[src/rtl/pool_phase_sched.sv]
// Five-phase pooling scheduler: walks P1..P5 once per frame for a latched frame count,
// with hold (stall) and abort, all outputs registered.
module pool_phase_sched #(
    parameter int unsigned T1 = 33,
    parameter int unsigned T2 = 30,
    parameter int unsigned T3 = 1,
    parameter int unsigned T4 = 32,
    parameter int unsigned T5 = 990
) (
    input  logic       S_AXIS_ACLK,
    input  logic       S_AXIS_ARESETN,
    input  logic       start,
    input  logic [7:0] frames,
    input  logic       hold,
    input  logic       abort,
    output logic [4:0] phase_en,
    output logic [2:0] phase,
    output logic [7:0] frame_idx,
    output logic       busy,
    output logic       done,
    output logic       aborted
);

    typedef enum logic [2:0] {
        StIdle = 3'd0,
        StP1   = 3'd1,
        StP2   = 3'd2,
        StP3   = 3'd3,
        StP4   = 3'd4,
        StP5   = 3'd5,
        StDone = 3'd6
    } state_e;

    state_e      state_q, state_d;
    logic [12:0] cnt_q, cnt_d;
    logic [7:0]  fidx_q, fidx_d;
    logic [7:0]  frames_q, frames_d;
    logic [4:0]  phase_en_q, phase_en_d;
    logic        busy_q, busy_d;
    logic        done_q, done_d;
    logic        aborted_q, aborted_d;
    logic [12:0] last_cnt;
    logic        more_frames;

    always_comb begin
        last_cnt = 13'd0;
        case (state_q)
            StP1:    last_cnt = 13'(T1 - 1);
            StP2:    last_cnt = 13'(T2 - 1);
            StP3:    last_cnt = 13'(T3 - 1);
            StP4:    last_cnt = 13'(T4 - 1);
            StP5:    last_cnt = 13'(T5 - 1);
            default: last_cnt = 13'd0;
        endcase
    end

    // Widened so frame_idx + 1 cannot wrap at 255.
    assign more_frames = ({1'b0, fidx_q} + 9'd1) < {1'b0, frames_q};

    always_comb begin
        state_d   = state_q;
        cnt_d     = cnt_q;
        fidx_d    = fidx_q;
        frames_d  = frames_q;
        aborted_d = 1'b0;
        case (state_q)
            StIdle: begin
                if (start && (frames != 8'd0)) begin
                    state_d  = StP1;
                    cnt_d    = 13'd0;
                    fidx_d   = 8'd0;
                    frames_d = frames;
                end
            end
            StP1, StP2, StP3, StP4, StP5: begin
                if (abort) begin
                    state_d   = StIdle;
                    cnt_d     = 13'd0;
                    fidx_d    = 8'd0;
                    aborted_d = 1'b1;
                end else if (!hold) begin
                    if (cnt_q == last_cnt) begin
                        cnt_d = 13'd0;
                        if (state_q != StP5) begin
                            state_d = state_e'(state_q + 3'd1);
                        end else if (more_frames) begin
                            state_d = StP1;
                            fidx_d  = fidx_q + 8'd1;
                        end else begin
                            state_d = StDone;
                        end
                    end else begin
                        cnt_d = cnt_q + 13'd1;
                    end
                end
            end
            StDone: begin
                state_d = StIdle;
                fidx_d  = 8'd0;
            end
            default: state_d = StIdle;
        endcase
    end

    always_comb begin
        phase_en_d = 5'd0;
        if (!hold) begin
            case (state_d)
                StP1:    phase_en_d = 5'b00001;
                StP2:    phase_en_d = 5'b00010;
                StP3:    phase_en_d = 5'b00100;
                StP4:    phase_en_d = 5'b01000;
                StP5:    phase_en_d = 5'b10000;
                default: phase_en_d = 5'd0;
            endcase
        end
        busy_d = (state_d != StIdle);
        done_d = (state_d == StDone);
    end

    always_ff @(posedge S_AXIS_ACLK) begin
        if (!S_AXIS_ARESETN) begin
            state_q    <= StIdle;
            cnt_q      <= 13'd0;
            fidx_q     <= 8'd0;
            frames_q   <= 8'd0;
            phase_en_q <= 5'd0;
            busy_q     <= 1'b0;
            done_q     <= 1'b0;
            aborted_q  <= 1'b0;
        end else begin
            state_q    <= state_d;
            cnt_q      <= cnt_d;
            fidx_q     <= fidx_d;
            frames_q   <= frames_d;
            phase_en_q <= phase_en_d;
            busy_q     <= busy_d;
            done_q     <= done_d;
            aborted_q  <= aborted_d;
        end
    end

    assign phase_en  = phase_en_q;
    assign phase     = state_q;
    assign frame_idx = fidx_q;
    assign busy      = busy_q;
    assign done      = done_q;
    assign aborted   = aborted_q;

endmodule

[config.mk]
export PLATFORM = sky130hd
export DESIGN_NAME = pool_phase_sched
export DESIGN_NICKNAME = d
export VERILOG_FILES = /design/src/rtl/pool_phase_sched.sv
export SDC_FILE = /design/constraint.sdc
export NUM_CORES = 1
export LEC_CHECK = 0
export ABC_AREA = 1
export BUFFER_PORTS_ARGS = -buffer_cell sky130_fd_sc_hd__buf_4
export CORE_MARGIN = 2
export CORE_UTILIZATION = 35
export DETAILED_ROUTE_END_ITERATION = 7
export PLACE_DENSITY_LB_ADDON = 0.12
export SYNTH_ARGS = -nofsm -noshare
export SYNTH_HDL_FRONTEND = slang
export SYNTH_SLANG_ARGS = --single-unit
[constraint.sdc]
create_clock -name S_AXIS_ACLK -period 2.5 [get_ports S_AXIS_ACLK]
set_input_delay 0.25 -clock S_AXIS_ACLK [delete_from_list [all_inputs] [get_ports S_AXIS_ACLK]]
set_output_delay 0.25 -clock S_AXIS_ACLK [all_outputs]
set_load 0.005 [all_outputs]
==> impl_metrics.toml, run 1 <==
[sta]
achievable_frequency_mhz = 442.8
worst_max_slew_margin_expressed_relative_to_the_limit = 0.6641
clock_period_minus_worst_slack_ps = 2258
report.final.hold_viol_count = 0
worst_clock_skew_ps = 7.972
worstMarginPinSlew_ps = 502.4
finalMaxSlewViolations = 0
finalSetupTns_ps = 0
unrepaired_setup_endpoints_after_global_routing = "false"
setup_viol = 0
fin_crit_sh = 0.9034

[grt]
grt_antenna_before_repair = 0
grt_max_degree = 22
global_route.overflow_total = 0
gr-usage-all-layers = 0.1629
grt_pass1_wl_um = 9618
vias_in_the_first_global_route = 2116

[yosys]
synth.top_cells.by_area = "sky130_fd_sc_hd__dfxtp_1 (34%), sky130_fd_sc_hd__nand2_1 (14%), sky130_fd_sc_hd__nor2_1 (9.3%), sky130_fd_sc_hd__ha_1 (6.9%), sky130_fd_sc_hd__inv_1 (6.6%)"
postSynthNetCount = 374
synth.top_cell.area_share = 0.3412
synthArstFlopShare = 0
synth_flop_cell = "sky130_fd_sc_hd__dfxtp_1"
synth_sequential_area_ratio = 0.3412
synth_enable_flop_cells = 0
netlist_area_mm2 = 0.002347
ys_seq_elements = 40
post_synth.cell_area_avg_um2 = 6.745
ys_types = 32
netlist.top_cell.by_area = "sky130_fd_sc_hd__dfxtp_1"
yosys-top-cells-count = "sky130_fd_sc_hd__nand2_1 (87), sky130_fd_sc_hd__nor2_1 (58), sky130_fd_sc_hd__inv_1 (41)"
synth_most_common_cell = "sky130_fd_sc_hd__nand2_1"
netlist_instances = 348
synthesis.yosys.warnings = 0

[cells_and_area]
final_layout_size_suffix_gt1_frac = 0.2047
layout.cell_area.non_filler_mm2 = 0.002838
antenna_cells_inserted = 0
fin_nets = 411
area_growth_pct = 20.90

[routing]
detail-route-antenna-nets = 0
routed_wl_um = 5486
drt-pass1-iter-count = 6
detailroute.via_count = 2178
routed_wire_length_per_instance_um = 11.85
drt_first_iter_violations = 68
route.detailed.vias_per_inst = 4.704
drt_drc_violations_left = 3

[cts]
holdBufCountCts = 0
cts-root-to-sink-buffers = 2
clock_insertion_delay_worst_skew_ps = 290
cts.reportedPaths.clkPinSlew_ps = 80
post-cts-setup-buffer-count = 0
clock_tree.htree_level_count = 2
cts.repair.resized = 0
clock_buffer_count_from_cts = 5
cts_tree = "done"
ctsRootBufferMaster = "sky130_fd_sc_hd__clkbuf_8"
cts.sink_count = 40

[floorplan]
boundaryPins = 32
total_die_area_mm2 = 0.007377
std_cell_rows = 29
start_util = 0.3655
core_mm2 = 0.006422
die_y_um = 85.89
floorplan.die.width_um = 85.89

[power_and_ir_drop]
cell_internal_pwr_uw = 1102
netSwitchingPower_uw = 554.6
power.clock.fraction = 0.268
leakagePower_uw = 0.001330
swShare = 0.3348
power_frac_seq = 0.442
power_density_mw_per_mm2 = 583.9
vdd_drop_max_v = 0.0003066
relative_contribution_of_combinational_cells_to_total_power = 0.289

[min_path]
min_path_type = "in -> reg"

[critical_path]
crit_path_max_fanout = 6
max_stage_delay_ps = 350
worstSetupStartpointType = "flip-flop"
required_ps = 2680
reg_to_reg_setup_timing_slack_ps = 240
cp_cell_sequence = "ha_2 > nand3_4 > nor2_4 > xor2_2 > ha_1 > a21oi_1 > o21ai_0 > nor2_1 > nand2_2 > nand2_1 > nand3_4 > o21ai_0 > nor2_1"
criticalPathCategory = "reg -> reg"
critPathSlowestCell = "sky130_fd_sc_hd__dfxtp_2"
critical_path_arrival_ps = 2440
end_kind = "flip-flop"

[job]
cap_violations = 0

[placed_design]
dpl_cell_area_mm2 = 0.002664
dpl.hpwl_um = 4174
gp_congestion = 0.7696
port_bufs = 31

[run_status]
failed_checks = "design-rule violations"
run_status = "finished, violations left"
layout make-up:
class / count / area [µm²]
clock inverter: 2 / 10.01
clock buffer: 6 / 82.58
tap: 77 / 96.34
sequential: 40 / 808.3
multi-input combinational: 256 / 1389
inverter: 45 / 176.4
timing repair buffer: 36 / 270.3
timing repair inverter: 1 / 5.005
fill: 687 / 3585
per-stage QoR:
stage / setup slack [ps] / util / std cells / hold slack (ps) / total power, µW
2_1_floorplan: 265.2 / - / 348 / 369.2 / 1056
5_1_grt: 2.792 / 0.4418 / 463 / 227.5 / 1796
4_1_cts: 81.66 / 0.4292 / 462 / 213.8 / 1654
6_report: 241.5 / 0.4418 / 463 / 222.2 / 1657
3_3_place_gp: 151.7 / 0.4148 / 454 / 440.2 / 1201
3_5_place_dp: 106.4 / 0.4148 / 454 / 441.7 / 1201
placed cells by master (no fill, tap or decap), types with 6 or more instances in the layout:
| master | synthesis | final |
|---|---|---|
| sky130_fd_sc_hd__a21oi_1 | 20 | 19 |
| sky130_fd_sc_hd__nand4_1 | 7 | 7 |
| sky130_fd_sc_hd__buf_4 | 0 | 36 |
| sky130_fd_sc_hd__inv_1 | 41 | 41 |
| sky130_fd_sc_hd__o21ai_0 | 15 | 15 |
| sky130_fd_sc_hd__dfxtp_1 | 40 | 36 |
| sky130_fd_sc_hd__nand2_2 | 5 | 6 |
| sky130_fd_sc_hd__nand3_1 | 17 | 16 |
| sky130_fd_sc_hd__nand2_1 | 87 | 86 |
| sky130_fd_sc_hd__nor2_1 | 58 | 55 |
| sky130_fd_sc_hd__xor2_1 | 8 | 7 |
| sky130_fd_sc_hd__ha_1 | 13 | 12 |
| sky130_fd_sc_hd__clkbuf_8 | 0 | 6 |
power by group through the flow:
stage | registers [µW] | clock network [µW] | logic (µW)
floorplan | 736 | 0 | 319
global placement | 739 | 0 | 462
detailed placement | 741 | 0 | 460
CTS | 725 | 467 | 462
global route | 741 | 489 | 566
finish | 733 | 445 | 479
registers in the layout, summed over array words and instances (netlist names):
register / cells
aborted: 1
busy: 1
cnt_q: 13
done: 1
frame_idx: 8
frames_q: 8
phase: 3
phase_en: 5
worst paths after layout:
kind,start,to,cells after the start
worst max-delay path,frame_idx[1],frame_idx[5],13
worst min-delay path,abort,aborted,3
worst max register to register,frame_idx[1],frame_idx[5],13
worst min register to register,frames_q[0],frames_q[0],2
metal layers:
layer,global-route usage,vias to the layer above,wire length [µm]
li1,-,1177,-
met1,0.2166,955,2657
met2,0.2671,39,2519
met3,0.02887,7,240
met4,0.05339,0,69
met5,0,-,0
worst max-delay path: cells and delay by family, from the launching register on:
| family | cells | cell delay, ps |
|---|---|---|
| AO/OA/AOI/OAI | 3 | 410 |
| AND/OR/NAND/NOR | 7 | 750 |
| adder cells (fa/ha/maj) | 2 | 470 |
| flip-flops | 1 | 350 |
| XOR/XNOR | 1 | 160 |
logic make-up (layout without fill, tap and decap cells):
family | after synthesis | after routing | synth area share
flip-flops | 40 | 40 | 0.3412
XOR/XNOR | 10 | 10 | 0.03732
adder cells (fa/ha/maj) | 13 | 13 | 0.06930
buffers and inverters | 52 | 90 | 0.09435
AND/OR/NAND/NOR | 189 | 189 | 0.3550
AO/OA/AOI/OAI | 44 | 44 | 0.1029
Power figures use the tool's default switching activity.
==> inputs of run 2 (changes only) <==
Settings changed: CORE_UTILIZATION 35 to 57.
==> run 2 against run 1 <==
  * The run now ends clean
  * Via count rose by 2.3%
  * Maximum frequency is 4.0% lower
  * Sequential share of layout area grew 0.41 points
  * Non-clock buffer count did not move
  * Critical path type unchanged
  * Critical endpoint is now frame_idx[3]
==> impl_metrics.toml, run 2 (synthesis gave the netlist of run 1 again) <==
[sta]
worstMarginPinSlew_ps = 467.3
worst_max_slew_margin_expressed_relative_to_the_limit = 0.6876
fin_crit_sh = 0.9411
timing.final.ws_setup_ps = 147.3
worst_clock_skew_ps = 5.547
report.final.hold_viol_count = 0
clock_period_minus_worst_slack_ps = 2353
finalMaxSlewViolations = 0
achievable_frequency_mhz = 425.0
setup_viol = 0
finalSetupTns_ps = 0

[run_status]
run_status = "complete, no violations"

[routing]
drt_first_iter_violations = 195
drt-pass1-iter-count = 4
routed_wire_length_per_instance_um = 12.44
routed_wl_um = 5410
drt_drc_violations_left = 0
detail-route-antenna-nets = 0
detailroute.via_count = 2229
route.detailed.vias_per_inst = 5.124

[floorplan]
start_util = 0.5911
std_cell_rows = 23
boundaryPins = 32
core_mm2 = 0.003971
floorplan.die.width_um = 68.17
die_y_um = 68.17
total_die_area_mm2 = 0.004647

[power_and_ir_drop]
power_density_mw_per_mm2 = 594.1
leakagePower_uw = 0.001311
vdd_drop_max_v = 0.0004677

[cells_and_area]
layoutNonFillerInstCount = 435
largest_register = "cnt_q"
antenna_cells_inserted = 0
largest_register_ff_count = 13
final_cell_mix = "sky130_fd_sc_hd__nand2_1 (86), sky130_fd_sc_hd__nor2_1 (56), sky130_fd_sc_hd__inv_1 (41)"
layout_commonest_cell = "sky130_fd_sc_hd__nand2_1"
fin_nets = 410
area_growth_pct = 19.56
final_layout_size_suffix_gt1_frac = 0.2000
fillers = 358

[critical_path]
critical_path_arrival_ps = 2540
crit_path_max_fanout = 5
worstReg2RegStart = "frame_idx[2]"
setup.worst_path.end = "frame_idx[3]"
criticalPathCategory = "reg -> reg"
critPathSlowestCell = "sky130_fd_sc_hd__dfxtp_4"
required_ps = 2690
timing.critical_path.buf_inv = 1
critical_path_depth_in_cells = 13
worstSetupStartpointType = "flip-flop"
worst_r2r_path_depth = 13
cp_cell_sequence = "nand3_2 > nor2_2 > nand4_1 > xnor2_2 > ha_1 > inv_1 > o21ai_0 > nor2_1 > nand2_2 > nand2_1 > nand3_2 > o21ai_0 > nor2_1"
timing.rr.end = "frame_idx[3]"
worst_path_dominant_cell_family = "simple AND/OR/NAND/NOR gates"
worst_setup_path_startpoint = "frame_idx[2]"
end_kind = "flip-flop"
max_stage_delay_ps = 390
reg_to_reg_setup_timing_slack_ps = 150

[placed_design]
port_bufs = 31
preCtsSetupSlack_ps = 14.54
gp_congestion = 0.9129
numPlacedInstances = 425
dpl.hpwl_um = 3884

[cts]
cts_tree = "done"
cts-root-to-sink-buffers = 2
clock_buffer_count_from_cts = 5
clock_insertion_delay_worst_skew_ps = 290
clock_tree.htree_level_count = 2
ctsRootBufferMaster = "sky130_fd_sc_hd__clkbuf_8"
cts.reportedPaths.clkPinSlew_ps = 80
holdBufCountCts = 0
cts.sink_count = 40

[grt]
use_met3 = 0.04276
grtUsageMet2 = 0.4163
gr-usage-all-layers = 0.2485
grt_use_met1 = 0.3089
gr-max-usage-layer = "met2"
grt_pass1_wl_um = 8590
vias_in_the_first_global_route = 2006
grt_max_degree = 22
global_route.overflow_total = 0
grt_antenna_before_repair = 0

[min_path]
min_path_type = "in -> reg"

[job]
cap_violations = 0
[run 2: cell count changes in the layout (fill, tap and decap cells not counted), moves of 2 or more]
| cell | delta |
|---|---|
| sky130_fd_sc_hd__clkbuf_1 | +2 |
| sky130_fd_sc_hd__nand3_2 | +3 |
| sky130_fd_sc_hd__clkinv_2 | -3 |
| sky130_fd_sc_hd__nand3_1 | -2 |
[run 2: worst min-delay path by stage]
stage | start | to | slack (ps) | cells after the start
6_report | abort | aborted | 220 | 3
5_1_grt | abort | aborted | 220 | 3
4_1_cts | abort | aborted | 210 | 3
3_5_place_dp | frames_q[0] | frames_q[0] | 450 | 2
3_3_place_gp | frames_q[0] | frames_q[0] | 450 | 2
2_1_floorplan | abort | aborted | 370 | 2
[run 2: area by class of cell]
class	count	area, µm²	area share
tap	50	62.56	0.02229
sequential	40	810.8	0.2889
clock buffer	8	90.09	0.03210
timing repair buffer	36	270.3	0.09630
multi-input combinational	256	1399	0.4984
inverter	45	173.9	0.06197
[run 2: per-stage QoR]
stage	util	power [µW]	cell area [µm²]	hold slack, ps
after floorplan	-	1056	2347	369.2
after global placement	0.6585	1180	2615	447.6
after global routing	0.7067	1778	2806	220.1
final	0.7067	1667	2806	217.3
after detailed placement	0.6585	1190	2615	447.0
after CTS	0.6818	1634	2708	213.1
[run 2: where the power goes]
group	total (µW)	switching (µW)	internal, µW
Sequential	739	51.2	688
Combinational	482	283	199
Clock	447	221	225
Total	1670	556	1110
[run 2: what timing repair did]
item	in CTS	in global routing
resized for setup	1	20
buffers inserted	0	2
setup endpoints to repair	2	18
pin swaps	0	6
[run 2: routing by layer]
metal  vias up  share of wire
met3        11          0.041
met5         -              0
li1       1172              -
met2        51           0.50
met4         0          0.023
met1       995           0.43
[run 2: worst reg2reg max path: cells and delay by family (launching register included)]
| family | cells | cell delay (ps) |
|---|---|---|
| AND/OR/NAND/NOR | 8 | 950 |
| flip-flops | 1 | 390 |
| AO/OA/AOI/OAI | 2 | 350 |
| adder cells (fa/ha/maj) | 1 | 260 |
| XOR/XNOR | 1 | 250 |
| buffers and inverters | 1 | 60 |
